## src/rtl/mem_port_arbiter_if.sv

```systemverilog
`default_nettype none
// ============================================================================
// Module   : mem_port_arbiter_if
// Brief    : Request/response memory bus bundle (one per requester and memory).
// Revision : 1.0 - initial release
// ============================================================================
interface mem_port_arbiter_if;
    logic        read;
    logic        write;
    logic [31:0] address;
    logic [31:0] wdata;
    logic [3:0]  wmask;
    logic [31:0] rdata;
    logic        resp;

    // master issues commands and receives data/completion
    modport master (output read, write, address, wdata, wmask, input rdata, resp);
    modport slave  (input read, write, address, wdata, wmask, output rdata, resp);
endinterface
`default_nettype wire

```

## src/rtl/mem_port_arbiter.sv

```systemverilog
`default_nettype none
// ============================================================================
// Module   : mem_port_arbiter
// Brief    : Shares one memory port between instruction fetch (I) and
//            load/store (D) with bounded D priority to avoid fetch starvation.
// Revision : 1.0 - initial release
// ============================================================================
module mem_port_arbiter #(
    parameter int MAX_D_BURST = 4
) (
    input  wire logic           clk,
    input  wire logic           rst,
    mem_port_arbiter_if.slave   i_port,
    mem_port_arbiter_if.slave   d_port,
    mem_port_arbiter_if.master  mem_port
);

    localparam logic [3:0] c_max_d_burst = 4'(MAX_D_BURST);
    localparam logic [3:0] c_streak_sat  = 4'hF;

    typedef enum logic [1:0] {
        ST_IDLE    = 2'd0,
        ST_SERVE_I = 2'd1,
        ST_SERVE_D = 2'd2
    } state_t;

    state_t      r_state;
    logic        r_mem_read;
    logic        r_mem_write;
    logic [31:0] r_mem_address;
    logic [31:0] r_mem_wdata;
    logic [3:0]  r_mem_wmask;
    logic [3:0]  r_d_streak;

    logic        w_d_req;
    logic        w_d_wins;
    logic        w_i_resp;
    logic        w_d_resp;
    logic        w_unused_i;

    assign w_d_req  = d_port.read | d_port.write;
    assign w_d_wins = w_d_req & ((r_d_streak < c_max_d_burst) | ~i_port.read);

    always_ff @(posedge clk or negedge rst) begin
        if (!rst) begin
            r_state       <= ST_IDLE;
            r_mem_read    <= 1'b0;
            r_mem_write   <= 1'b0;
            r_mem_address <= 32'h0;
            r_mem_wdata   <= 32'h0;
            r_mem_wmask   <= 4'h0;
            r_d_streak    <= 4'h0;
        end else begin
            case (r_state)
                ST_IDLE: begin
                    if (w_d_wins) begin
                        // Simultaneous read+write is a protocol error; the write wins.
                        r_state       <= ST_SERVE_D;
                        r_mem_write   <= d_port.write;
                        r_mem_read    <= d_port.read & ~d_port.write;
                        r_mem_address <= d_port.address;
                        r_mem_wdata   <= d_port.write ? d_port.wdata : 32'h0;
                        r_mem_wmask   <= d_port.write ? d_port.wmask : 4'h0;
                        if (i_port.read)
                            r_d_streak <= (r_d_streak == c_streak_sat) ? c_streak_sat
                                                                       : r_d_streak + 4'd1;
                        else
                            r_d_streak <= 4'h0;
                    end else if (i_port.read) begin
                        r_state       <= ST_SERVE_I;
                        r_mem_read    <= 1'b1;
                        r_mem_write   <= 1'b0;
                        r_mem_address <= i_port.address;
                        r_mem_wdata   <= 32'h0;
                        r_mem_wmask   <= 4'h0;
                        r_d_streak    <= 4'h0;
                    end
                end
                ST_SERVE_I, ST_SERVE_D: begin
                    // Command stays frozen until memory completes.
                    if (mem_port.resp) begin
                        r_state     <= ST_IDLE;
                        r_mem_read  <= 1'b0;
                        r_mem_write <= 1'b0;
                    end
                end
                default: r_state <= ST_IDLE;
            endcase
        end
    end

    assign mem_port.read    = r_mem_read;
    assign mem_port.write   = r_mem_write;
    assign mem_port.address = r_mem_address;
    assign mem_port.wdata   = r_mem_wdata;
    assign mem_port.wmask   = r_mem_wmask;

    // Completion is steered combinationally to the granted requester only.
    assign w_i_resp = (r_state == ST_SERVE_I) & mem_port.resp;
    assign w_d_resp = (r_state == ST_SERVE_D) & mem_port.resp;

    assign i_port.resp  = w_i_resp;
    assign i_port.rdata = w_i_resp ? mem_port.rdata : 32'h0;
    assign d_port.resp  = w_d_resp;
    assign d_port.rdata = w_d_resp ? mem_port.rdata : 32'h0;

    // Fetch side never writes.
    assign w_unused_i = ^{i_port.write, i_port.wdata, i_port.wmask};

endmodule
`default_nettype wire

```

## src/flat_wrapper.sv

```systemverilog
// flat-port wrapper written by rule: the top's interface ports become plain ports
module mem_port_arbiter_flat 
#(
    parameter int MAX_D_BURST = 4
)
  (clk, rst, i_port_read, i_port_write, i_port_address, i_port_wdata, i_port_wmask, i_port_rdata, i_port_resp, d_port_read, d_port_write, d_port_address, d_port_wdata, d_port_wmask, d_port_rdata, d_port_resp, mem_port_read, mem_port_write, mem_port_address, mem_port_wdata, mem_port_wmask, mem_port_rdata, mem_port_resp);
  mem_port_arbiter_if i_port_i ();
  mem_port_arbiter_if d_port_i ();
  mem_port_arbiter_if mem_port_i ();
  input  wire logic clk;
  input  wire logic rst;
  input wire logic [$bits(i_port_i.read)-1:0] i_port_read;
  input wire logic [$bits(i_port_i.write)-1:0] i_port_write;
  input wire logic [$bits(i_port_i.address)-1:0] i_port_address;
  input wire logic [$bits(i_port_i.wdata)-1:0] i_port_wdata;
  input wire logic [$bits(i_port_i.wmask)-1:0] i_port_wmask;
  output wire logic [$bits(i_port_i.rdata)-1:0] i_port_rdata;
  output wire logic [$bits(i_port_i.resp)-1:0] i_port_resp;
  input wire logic [$bits(d_port_i.read)-1:0] d_port_read;
  input wire logic [$bits(d_port_i.write)-1:0] d_port_write;
  input wire logic [$bits(d_port_i.address)-1:0] d_port_address;
  input wire logic [$bits(d_port_i.wdata)-1:0] d_port_wdata;
  input wire logic [$bits(d_port_i.wmask)-1:0] d_port_wmask;
  output wire logic [$bits(d_port_i.rdata)-1:0] d_port_rdata;
  output wire logic [$bits(d_port_i.resp)-1:0] d_port_resp;
  output wire logic [$bits(mem_port_i.read)-1:0] mem_port_read;
  output wire logic [$bits(mem_port_i.write)-1:0] mem_port_write;
  output wire logic [$bits(mem_port_i.address)-1:0] mem_port_address;
  output wire logic [$bits(mem_port_i.wdata)-1:0] mem_port_wdata;
  output wire logic [$bits(mem_port_i.wmask)-1:0] mem_port_wmask;
  input wire logic [$bits(mem_port_i.rdata)-1:0] mem_port_rdata;
  input wire logic [$bits(mem_port_i.resp)-1:0] mem_port_resp;
  assign i_port_i.read = i_port_read;
  assign i_port_i.write = i_port_write;
  assign i_port_i.address = i_port_address;
  assign i_port_i.wdata = i_port_wdata;
  assign i_port_i.wmask = i_port_wmask;
  assign i_port_rdata = i_port_i.rdata;
  assign i_port_resp = i_port_i.resp;
  assign d_port_i.read = d_port_read;
  assign d_port_i.write = d_port_write;
  assign d_port_i.address = d_port_address;
  assign d_port_i.wdata = d_port_wdata;
  assign d_port_i.wmask = d_port_wmask;
  assign d_port_rdata = d_port_i.rdata;
  assign d_port_resp = d_port_i.resp;
  assign mem_port_read = mem_port_i.read;
  assign mem_port_write = mem_port_i.write;
  assign mem_port_address = mem_port_i.address;
  assign mem_port_wdata = mem_port_i.wdata;
  assign mem_port_wmask = mem_port_i.wmask;
  assign mem_port_i.rdata = mem_port_rdata;
  assign mem_port_i.resp = mem_port_resp;
  mem_port_arbiter #(.MAX_D_BURST(MAX_D_BURST)) u_core (.clk(clk), .rst(rst), .i_port(i_port_i), .d_port(d_port_i), .mem_port(mem_port_i));
endmodule
```

## config.mk

```make
export PLATFORM = sky130hd
export DESIGN_NAME = mem_port_arbiter_flat
export DESIGN_NICKNAME = d
export VERILOG_FILES = /design/src/rtl/mem_port_arbiter_if.sv /design/src/rtl/mem_port_arbiter.sv /design/src/flat_wrapper.sv
export SDC_FILE = /design/constraint.sdc
export NUM_CORES = 1
export LEC_CHECK = 0
export ABC_AREA = 1
export CORE_AREA = 2 2 120 122
export CTS_BUF_LIST = sky130_fd_sc_hd__clkbuf_4 sky130_fd_sc_hd__clkbuf_8
export CTS_CLUSTER_SIZE = 20
export DETAILED_ROUTE_END_ITERATION = 6
export DIE_AREA = 0 0 122 124
export PLACE_DENSITY = 0.74
export SLEW_MARGIN = 5
export SYNTH_ARGS = -nofsm -noshare
export SYNTH_HDL_FRONTEND = slang
export SYNTH_SLANG_ARGS = --single-unit
```

## constraint.sdc

```tcl
create_clock -name clk -period 3.2 [get_ports clk]
set_clock_uncertainty 0.15 [all_clocks]
set_input_delay 0.64 -clock clk [delete_from_list [all_inputs] [get_ports clk]]
set_output_delay 0.64 -clock clk [all_outputs]
set_load 0.01 [all_outputs]
```

==> metrics.md <==
| Metric | Value |
|---|---|
| Synth top area share | 43.2% |
| Vias in the first global route | 4375 |
| Hold Fails Final Rpt | 0 |
| Synth area leader | dfrtp_1 |
| Final period util | 92.7% |
| Final slew viol count | 0 |
| Clock Tree Buf Depth | 2 |
| Final HPWL DP | 10.5 mm |
| Most common cell after layout, fill and taps aside | clkdlybuf4s50_1 |
| Worst VDD drop | 558 uV |
| Worst Path Max Fanout | 33 |
| Die X-Extent | 122 um |
| Post-Syn Area | 4410 sq um |
| Arr. time, crit path | 2.18 ns |
| Post-Place Worst Slack | 0.255 ns |
| # clock sinks | 76 |
| Sequential share of the synthesized area | 43.2% |
| Most frequent cells in the layout | clkdlybuf4s50_1 (272), nand2_1 (188), inv_1 (107), dfrtp_1 (76), nand3_1 (72) |
| Worst slew margin | 32.9% |
| Layout area overhead | 68.6% |
| Via count | 4746 |
| Final TNS setup | 0 ns |
| Crit. End Element | output port |
| Filler cells | 1346 |
| Initial DRC count | 201 |
| Initial Util | 32.1% |
| Num rows | 43 |
| Layout cells sized above 1 | 3.47% |
| Post-Place Cells | 1059 |
| Die Y | 124 um |
| Hold WC Path Type | in -> async |
| CTS clk-pin slew, worst paths | 0.08 ns |
| Total leakage power | 0.00362 uW |
| Largest net degree at the start of global routing | 82 |
| GRT overflow | 0 |
| Nets | 1070 |
| Final setup fails | 0 |
| CP Launch Type | input port |
| Worst-Skew Late Latency | 0.35 ns |
| Hold Slack | 0.306 ns |
| IO Count | 311 |
| Worst Slack Setup Final | 0.232 ns |
| TritonCTS Buffers | 9 |
| Max Clk Rate | 337 MHz |
| Synth Warn # | 0 |
| Port-buffer cells | 273 |
| PwrDens | 661 nW/um^2 |
| DRT Pass-1 Iters | 5 |
| DRC errors left | 0 |
| Root buf cell | clkbuf_8 |
| Initial antenna violation count | 1 |
| CTS Hold Buffers Added | 0 |
| Setup bufs post-CTS | 0 |
| GPL Wtd Cong | 0.759 |
| Syn_area_per_cell | 6.89 sq um |
| Critical path required time | 2.41 ns |
| Yosys reg bits | 76 |
| Core Footprint | 13700 sq um |
| TritonCTS clock tree | yes |
| Tot GR Track Use | 18.6% |
| Final Util | 54.2% |
| Post-Layout Cell Count | 1075 |
| Outcome | finished clean |
| Fin crit period | 2.97 ns |
| Mapped Cells | 639 |
| First-pass GRT wire length | 21.9 mm |
| DR vias/cell | 4.41 |
| Syn Nets | 819 |
| CTS resizes | 0 |
| Post-synth cell types | 20 |
| Final wirelength | 14.7 mm |
| RSZ-0062 raised after global routing | false |
| Avg WL per Cell | 13.7 um |
| Worst-margin pin slew | 1.01 ns |
| ANT nets after route | 0 |
| Total of max-cap violations | 0 |
| Crit Path Category | in -> out |
| Die area | 15100 sq um |
| H-tree depth | 3 |
| Synth area leaders | dfrtp_1 (43%), nand2_1 (16%), inv_1 (9.1%) |
## where the power goes
part           internal (uW)  switching, uW
sequential              1380            230
combinational           1330           1320
clock                    300            353
total                   3010           1910
## flip-flops by register name (all words and copies together) (netlist names)
signal,cells
u_core.mem_port.wmask,4
u_core.mem_port.write,1
u_core.mem_port.address,32
u_core.mem_port.read,1
u_core.mem_port.wdata,32
u_core.r_state,2
u_core.r_d_streak,4
## cell type report
class / instances / area [sq um] / area share [%]
Timing Repair Buffer: 281 / 2830 / 38.1
Sequential cell: 76 / 1900 / 25.6
Multi-Input combinational cell: 413 / 1900 / 25.6
Inverter: 109 / 409 / 5.51
Tap cell: 180 / 225 / 3.03
Clock buffer: 12 / 146 / 1.97
Clock inverter: 3 / 15.0 / 0.202
Antenna cell: 1 / 2.50 / 0.0337
## metrics by stage
step	total power, uW	area, sq um
6_report	4910	7430
5_1_grt	5270	7430
4_1_cts	4980	7430
3_5_place_dp	4300	7270
3_3_place_gp	4260	7270
2_1_floorplan	2850	4410
## cells in the mapped netlist, drive strengths merged
master / instances
a21oi: 1
buf: 28
clkbuf: 13
dfrtp: 76
ha: 5
inv: 109
nand2: 190
nand3: 72
nand3b: 36
nor2: 67
o21ai: 40
or2: 1
xnor2: 1
## worst paths after layout
| kind | startpoint | to | slack (ns) | cells past startpoint |
|---|---|---|---|---|
| min | rst | u_core.mem_port.wdata[5]$_DFFE_PN0P_ | 0.31 | 1 |
| min in group clk | u_core.mem_port.address[9]$_DFFE_PN0P_ | u_core.mem_port.address[9]$_DFFE_PN0P_ | 0.33 | 2 |
| max reg2reg | u_core.r_state[1]$_DFFE_PN0P_ | u_core.mem_port.address[19]$_DFFE_PN0P_ | 1.15 | 6 |
| min reg2reg | u_core.mem_port.address[9]$_DFFE_PN0P_ | u_core.mem_port.address[9]$_DFFE_PN0P_ | 0.33 | 2 |
| max | mem_port_resp | i_port_rdata[27] | 0.23 | 5 |
| max in group asynchronous | rst | u_core.mem_port.address[25]$_DFFE_PN0P_ | 1.94 | 1 |
## logic make-up after synthesis
group,count (synthesis),share of synthesized area [%]
adder cells (fa/ha/maj),5,1.42
AND/OR/NAND/NOR,366,36.5
XOR/XNOR,1,0.199
flip-flops,76,43.2
buffers and inverters,150,13.9
AO/OA/AOI/OAI,41,4.74
## worst max-delay path, stage by stage
cell             delay (ns)
clkdlybuf4s50_1        0.51
nand2_1                0.06
buf_4                  0.23
nor2_1                 0.14
clkdlybuf4s50_1        0.58
## metal layers
layer	vias to the layer above	routed length, um	GRT usage [%]
li1	2432	-	-
met1	2119	5660	19.9
met2	177	7590	34.3
met3	18	1180	5.22
met4	0	300	7.76
met5	-	0	0
No activity file was read; power rests on OpenSTA's default activity.
